--- src/rtl/vram_arbiter_pkg.sv ---
// Shared definitions for the character VRAM arbiter: FSM state encoding and
// byte-lane constants used for CPU write strobes.
package vram_arbiter_pkg;

    typedef enum logic [2:0] {
        IDLE,
        CPU_ACCESS,
        RMW_READ,
        RMW_MERGE,
        RMW_WRITE,
        ACK
    } arb_state_t;

    localparam int unsigned LANE_W  = 8;
    localparam int unsigned N_LANES = 2;

    localparam logic [1:0] STRB_LO   = 2'b01;
    localparam logic [1:0] STRB_HI   = 2'b10;
    localparam logic [1:0] STRB_FULL = 2'b11;

    // Exactly one lane strobed: the RAM has no byte enables, so this needs read-modify-write.
    function automatic logic is_partial(input logic [1:0] strb);
        return (strb == STRB_LO) || (strb == STRB_HI);
    endfunction

endpackage

--- src/rtl/vram_arbiter_ram.sv ---
// Single-port synchronous RAM, one-cycle read latency, read-before-write.
module vram_arbiter_ram #(
    parameter int unsigned DEPTH         = 256,
    parameter int unsigned DATA_WIDTH    = 16,
    parameter string       MEM_INIT_FILE = ""
) (
    input  logic                     clk_i,
    input  logic                     we_i,
    input  logic [$clog2(DEPTH)-1:0] addr_i,
    input  logic [DATA_WIDTH-1:0]    wdata_i,
    output logic [DATA_WIDTH-1:0]    rdata_o
);

    logic [DATA_WIDTH-1:0] mem_q [DEPTH];

    // Contents named by MEM_INIT_FILE are loaded by the device's memory-init flow.
    if (MEM_INIT_FILE != "") begin : g_init_file
    end

    always_ff @(posedge clk_i) begin
        if (we_i) begin
            mem_q[addr_i] <= wdata_i;
        end
        rdata_o <= mem_q[addr_i];
    end

endmodule

--- src/rtl/vram_arbiter.sv ---
// Character VRAM arbiter: video slots own the RAM port outright, CPU accesses
// fill the free cycles, and partial CPU writes go through read-modify-write.
module vram_arbiter
    import vram_arbiter_pkg::*;
#(
    parameter int unsigned ADDR_WIDTH    = 8,
    parameter int unsigned DATA_WIDTH    = 16,
    parameter string       MEM_INIT_FILE = ""
) (
    input  logic                  clk,
    input  logic                  reset,
    input  logic                  video_en,
    input  logic                  video_slot,
    input  logic [ADDR_WIDTH-1:0] video_addr,
    output logic [DATA_WIDTH-1:0] video_data,
    input  logic                  cpu_req,
    input  logic                  cpu_we,
    input  logic [ADDR_WIDTH-1:0] cpu_addr,
    input  logic [DATA_WIDTH-1:0] cpu_wdata,
    input  logic [1:0]            cpu_wstrb,
    output logic                  cpu_ack,
    output logic [DATA_WIDTH-1:0] cpu_rdata
);

    arb_state_t state_q, state_d;

    logic [DATA_WIDTH-1:0] merge_q, merge_d;
    logic [DATA_WIDTH-1:0] rdata_q;
    logic [DATA_WIDTH-1:0] vdata_q;
    logic                  vid_pending_q;

    logic                  video_own;
    logic                  full_write;
    logic                  want_we;
    logic                  ram_we;
    logic [ADDR_WIDTH-1:0] ram_addr;
    logic [DATA_WIDTH-1:0] ram_wdata;
    logic [DATA_WIDTH-1:0] ram_rdata;

    assign video_own  = video_en && video_slot;
    assign full_write = cpu_we && (cpu_wstrb == STRB_FULL);

    // IDLE issues directly when the port is free, so the CPU_ACCESS / RMW_READ
    // states are only entered when a video slot blocked the first attempt.
    always_comb begin
        state_d   = state_q;
        merge_d   = merge_q;
        want_we   = 1'b0;
        ram_wdata = cpu_wdata;
        unique case (state_q)
            IDLE: begin
                if (cpu_req) begin
                    if (cpu_we && is_partial(cpu_wstrb)) begin
                        state_d = video_own ? RMW_READ : RMW_MERGE;
                    end else begin
                        state_d = video_own ? CPU_ACCESS : ACK;
                        want_we = full_write;
                    end
                end
            end
            CPU_ACCESS: begin
                if (!video_own) begin
                    state_d = ACK;
                    want_we = full_write;
                end
            end
            RMW_READ: begin
                if (!video_own) begin
                    state_d = RMW_MERGE;
                end
            end
            RMW_MERGE: begin
                for (int unsigned l = 0; l < N_LANES; l++) begin
                    merge_d[l*LANE_W +: LANE_W] = cpu_wstrb[l] ? cpu_wdata[l*LANE_W +: LANE_W]
                                                               : ram_rdata[l*LANE_W +: LANE_W];
                end
                state_d = RMW_WRITE;
            end
            RMW_WRITE: begin
                ram_wdata = merge_q;
                if (!video_own) begin
                    want_we = 1'b1;
                    state_d = ACK;
                end
            end
            ACK: begin
                state_d = IDLE;
            end
            default: begin
                state_d = IDLE;
            end
        endcase
    end

    assign ram_addr = video_own ? video_addr : cpu_addr;
    assign ram_we   = want_we && !video_own && !reset;

    vram_arbiter_ram #(
        .DEPTH         (2 ** ADDR_WIDTH),
        .DATA_WIDTH    (DATA_WIDTH),
        .MEM_INIT_FILE (MEM_INIT_FILE)
    ) u_ram (
        .clk_i   (clk),
        .we_i    (ram_we),
        .addr_i  (ram_addr),
        .wdata_i (ram_wdata),
        .rdata_o (ram_rdata)
    );

    always_ff @(posedge clk) begin
        if (reset) begin
            state_q       <= IDLE;
            merge_q       <= '0;
            rdata_q       <= '0;
            vdata_q       <= '0;
            vid_pending_q <= 1'b0;
        end else begin
            state_q       <= state_d;
            merge_q       <= merge_d;
            vid_pending_q <= video_own;
            if (vid_pending_q) begin
                vdata_q <= ram_rdata;
            end
            if (state_q == ACK && !cpu_we) begin
                rdata_q <= ram_rdata;
            end
        end
    end

    assign cpu_ack    = (state_q == ACK) && !reset;
    assign cpu_rdata  = (cpu_ack && !cpu_we) ? ram_rdata : rdata_q;
    assign video_data = (vid_pending_q && !reset) ? ram_rdata : vdata_q;

endmodule

--- config.mk ---
export PLATFORM = sky130hd
export DESIGN_NAME = vram_arbiter
export DESIGN_NICKNAME = d
export VERILOG_FILES = /design/src/rtl/vram_arbiter_pkg.sv /design/src/rtl/vram_arbiter_ram.sv /design/src/rtl/vram_arbiter.sv
export SDC_FILE = /design/constraint.sdc
export NUM_CORES = 2
export LEC_CHECK = 0
export CORE_MARGIN = 1.5
export CORE_UTILIZATION = 25
export CTS_BUF_LIST = sky130_fd_sc_hd__clkbuf_4 sky130_fd_sc_hd__clkbuf_8
export CTS_CLUSTER_SIZE = 14
export DETAILED_ROUTE_END_ITERATION = 10
export RECOVER_POWER = 50
export REMOVE_ABC_BUFFERS = 1
export SYNTH_ARGS = -nofsm -noshare
export SYNTH_HDL_FRONTEND = slang
export SYNTH_SLANG_ARGS = --single-unit
--- constraint.sdc ---
create_clock -name clk -period 4.4 [get_ports clk]
set_input_delay 0.66 -clock clk [delete_from_list [all_inputs] [get_ports clk]]
set_output_delay 0.66 -clock clk [all_outputs]
set_load 0.05 [all_outputs]
# After elaboration in Yosys (flattened, before gate mapping)
# Memory sizes are Yosys's and may differ from the RTL's. A register that Yosys moved wholly into a read port is not among the register bits.
# Index checks and enable logic that the tools add are counted.
# op_classes
eq_ne	11
muxes	20
reduce_logical	16
# op_table
cell	n
two-way mux 16 bit	3
two-way mux 8 bit	3
two-way mux 3 bit	5
case mux 3 bit (4 select lines)	1
logical AND 1 bit	9
two-way mux 1 bit	7
== test 3 x 2 -> 1 bit, second input constant	2
== test 3 bit, second input constant	2
!= test 2 bit, second input constant	3
== test 2 bit, second input constant	2
== test 3 x 1 -> 1 bit, second input constant	1
logical NOT 1 bit	3
logical NOT 3 bit	1
case mux 1 bit (3 select lines)	1
AND reduction 3 bit	1
== test 2 x 1 -> 1 bit, second input constant	1
OR reduction 2 bit	1
logical OR 1 bit	1
# word_totals
register_bits	52
ramBits	4096
input_bits	40
out_inout_bits	33
word_cells	53
mem_count	1
# mem_list
memory	words	width	read_ports	rd_clocked_by_memory_dff	write_ports	line	source
u_ram.mem_q	256	16	1	1	1	vram_arbiter_ram.sv:14	logic [DATA_WIDTH-1:0] mem_q [DEPTH];

# Logic depth before layout (Yosys ltp)
# logic_depth
word_depth	10
ltp_mapped	11
mapped_depth_nobuf	8

# Cells and area by module
# Synthesis repeated with hierarchy kept, for this count alone.
# unflattened
cells_unflattened	6987
area_unflattened_um2	158144.2
# modules_own_cells
mod	instances	cells_each	area_each_um2	seq_area_each_um2
vram_arbiter_ram	1	6727	155399.0	123318.3
vram_arbiter	1	260	2745.1	1041.0

# Worst setup path before layout
# No wires, ideal clock.
# synth_timing
path_kind	reg2reg
start	reg state_q[2]
end	mem u_ram.mem_q[0][10], data pin
setup_ns	0.556
t_arrival_ns	3.517
required_ns	3.844
path_slack_ns	0.327
path_stages_with_launch	5
path_buffers	2
synth_period_minus_slack_ns	4.073
cell_sequence	dfxtp_1 -> clkbuf_1 -> nor3b_1 -> clkbuf_1 -> mux2_2
# synth_via
elab_chain_cells	2
# synth_rtl
element	line	source
start: declaration	vram_arbiter.sv:25	arb_state_t state_q, state_d;
start signal: assignment	vram_arbiter.sv:118	state_q <= state_d;
== test 3 bit	vram_arbiter.sv:50	unique case (state_q)
two-way mux 16 bit	vram_arbiter.sv:50	
via ram_wdata[10]	vram_arbiter.sv:37	logic [DATA_WIDTH-1:0] ram_wdata;
end: declaration	vram_arbiter_ram.sv:14	
# The timed path passes the listed nets, and every way through them passes these cells.

# Worst setup path after layout
# layout_timing
start	in video_addr[0]
end	reg u_ram.rdata_o[1], read port of u_ram.mem_q
# layout_via
elab_chain_cells	1
# layout_rtl
element	line	source
start: declaration	vram_arbiter.sv:14	input logic [ADDR_WIDTH-1:0] video_addr,
two-way mux 8 bit	vram_arbiter.sv:95	assign ram_addr = video_own ? video_addr : cpu_addr;
end: declaration	vram_arbiter_ram.sv:11	output logic [DATA_WIDTH-1:0] rdata_o
# Every way passes these cells.
# A chain may end at the register's enable or synchronous reset.

==> flow_summary.toml <==
[placement]
port_buffers = 72
place_area_um2 = 171000
place_inst = 17200
gp_congestion = 0.859
dpl.hpwl_um = 285000
dp_slack_ps = -1180

[yosys]
yosysWarnings = 0
ys_types = 47
ys_ff_latch = 4164
synth_edf_count = 4096
synth_cells = 8767
ys_seq_area_share_pct = 81.0
synthArstFlopShare_pct = 0
synthFlopType = "edfxtp_1"
synth_area_um2 = 154000
synth.avg_cell_area_um2 = 17.5

[critical_path]
crit_family = "compound AO/OA/AOI/OAI gates"
endpoint_kind = "flip-flop"
slowest_delay_ps = 950
worstSetupStartpointType = "input pin"
critical_path_class = "in2reg"
timing.rr.start = "state_q[2]$_SDFFE_PP0P_"
ff2ff_setup_slack_ps = 100
r2r-end = "u_ram.mem_q[103][15]$_DFFE_PP_"
rr_worst_depth = 4
cp_max_fo = 81
crit_buf_inv = 5
crit_chain = "clkdlybuf4s50_1 > nand4b_1 > o21ai_4 > buf_12 > buf_12 > a22oi_1 > a21oi_1 > o41ai_1 > buf_4 > a41oi_1 > buf_4 > or4_1"
cpMaxStageDelayCell = "o41ai_1"
worstPathArrival_ps = 5420
crit_required_ps = 5450

[drt]
vias = 91600
firstDrtPassIters = 6
ant_nets = 0
vias_per_cell = 4.99
detail_route.iter0.violations = 12800
drcViolationCount = 0
routed_wl_um = 473000
routed_wire_length_per_instance_um = 25.8

[global_routing]
first_global_vias = 88600
grt_overflow = 0
use_met1_pct = 20.3
grt_max_degree = 134
antenna_found_initial = 51
grt_util_met3_pct = 3.54
grtUsageMet2_pct = 21.9
grt_pass1_wl_um = 665000
grt-busiest-layer = "met2"
gr-usage-all-layers_pct = 14.5

[clock_network]
path_clk_slew_ps = 60
clockBufferDepth = 4
root_buffer = "clkbuf_8"
cts_tree = "built"
clock_latency_ps = 1260
cts_buffers = 645
cts.sinks = 4164
ctsHtreeMaxLevel = 6

[layout]
multiInputGateArea_um2 = 26500
fillerInstances = 59700
seq_area_um2 = 124000
num-nets-final = 9769
fin_util_pct = 29.9
layout-drive-gt1-share_pct = 18.8
area_growth_pct = 18.9
finalNonFillerCells = 18300
finalInstanceArea_um2 = 183000

[die]
io_pins = 73
rows = 287
die_height_um = 787
die-area_um2 = 619000
dieWidth_um = 787
initial_utilization_pct = 25.1
core_um2 = 612000

[sta]
min_period_ps = 4370
finalSetupViolations = 0
slew_violations = 1279
worstMarginPinSlew_ps = 2780
relSlewSlack_pct = -85.2
hold_violations = 0
layout_setup_ws_ps = 28.5
fmax_ghz = 0.229
rsz0062_at_grt = "false"
post-route-period-util_pct = 99.4
final.setup_skew_ps = 115

[status]
status = "finished, violations left"
violations = "capacitance limit, slew limit"

[power]
p_leak_nw = 55.0
power.density_nw_per_um2 = 450
p_total_mw = 82.1
peakVddDrop_mv = 0.317

[hold_path]
hold_end = "merge_q[12]$_SDFFE_PP0P_"
hold_class = "in2reg"
hold_path.startpoint = "cpu_wdata[12]"
hold_depth = 3

[run]
drv_cap = 25
## cell type report
class	count	area share (%)
Tap cell	8092	5.54
Antenna cell	20	0.0274
Multi-Input combinational cell	3932	14.5
Clock inverter	258	0.864
Sequential cell	4164	68.1
Timing Repair Buffer	982	5.04
Inverter	3	0.00617
Clock buffer	890	5.91
## per-layer routing
layer  vias to the layer above  share of wire [%]
met1                     47200                 41
met3                       702                 11
met2                      4967                 45
met5                         -              0.028
met4                        22                3.2
li1                      38700                  -
## synthesized netlist by cell type, drive strengths merged, types with 4 or more instances
cell,number,area share (%)
edfxtp,4096,80
a22oi,2048,10
a21oi,1029,3.4
clkbuf,442,1.1
nor2,304,0.74
o41ai,256,1.5
buf,226,0.76
dfxtp,68,0.89
a41oi,64,0.37
mux2,48,0.35
mux2i,32,0.21
nand2,30,0.075
a211oi,16,0.078
a22o,16,0.091
or4,16,0.078
or3,12,0.049
nand2b,8,0.033
o21a,7,0.035
o21ai,7,0.040
nand3,5,0.016
nand3b,5,0.024
o31a,4,0.024
o31ai,4,0.023
## power breakdown
group | internal [mW] | switching [mW]
combinational | 1.55 | 4.54
sequential | 44.4 | 0.207
clock | 16.2 | 15.3
total | 62.1 | 20.0
## worst max path at each step
stage,endpoint,slack (ps),cells past startpoint,start
3_3_place_gp,u_ram.rdata_o[4]$_DFF_P_,-1180,13,video_addr[0]
2_1_floorplan,u_ram.rdata_o[0]$_DFF_P_,-32150,7,video_en
6_report,u_ram.rdata_o[1]$_DFF_P_,30,12,video_addr[0]
5_1_grt,u_ram.mem_q[88][12]$_DFFE_PP_,10,4,state_q[2]$_SDFFE_PP0P_
3_5_place_dp,u_ram.rdata_o[4]$_DFF_P_,-1180,13,video_addr[0]
4_1_cts,cpu_rdata[7],30,6,state_q[2]$_SDFFE_PP0P_
## through the flow
stage / TNS [ps] / hold slack [ps]
after floorplan: -5923470 / 439
after global placement: -10380 / 452
after detailed placement: -9880 / 456
after CTS: 0 / 6.36
after global routing: 0 / 75.5
final: 0 / 99.4
## registers in the layout, summed over array words and instances, names as in the netlist
register	flops
merge_q	16
u_ram.mem_q	4096
u_ram.rdata_o	16
state_q	3
vid_pending_q	1
vdata_q	16
rdata_q	16
## repair_timing
action | in CTS | in global routing
buffers inserted | 0 | 0
hold endpoints to repair | 2 | 0
hold buffers | 1 | 0
endpoints found under the setup margin | 0 | 1
gates resized for setup | 0 | 1
## cell usage in the layout (no fill, tap or decap), types with 4 or more instances in the layout
master,count
edfxtp_1,4096
a22oi_1,2048
a21oi_1,1029
clkbuf_8,656
buf_4,587
nor2_1,303
o41ai_1,255
clkbuf_4,239
buf_12,173
clkinv_1,146
clkbuf_1,80
clkbuf_2,72
dfxtp_1,68
a41oi_1,64
clkdlybuf4s50_1,54
clkinv_2,50
mux2_2,45
mux2i_1,32
nand2_1,21
diode_2,20
or4_1,16
a211oi_1,16
a22o_1,16
inv_6,13
clkinvlp_4,13
inv_12,11
inv_8,11
clkinv_8,9
nand2b_1,8
or3_2,8
nand2_2,6
o21a_1,6
nand3_1,5
nand3b_1,5
buf_2,5
or3_1,4
o21ai_0,4
## tightest hold or removal path, delay by kind of cell
family / cells / cell delay [ps]
compound gates: 1 / 90
mux: 1 / 140
buf+inv: 1 / 420
## cells by family after synthesis
family,count (synthesis),synth area share [%]
DFF,4164,81.0
AOI/OAI and AO/OA,3456,15.5
buffers and inverters,671,1.85
and+or+nand+nor,395,1.08
muxes,80,0.561
adders and majority gates,1,0.00815
Power figures use the tool's default switching activity.
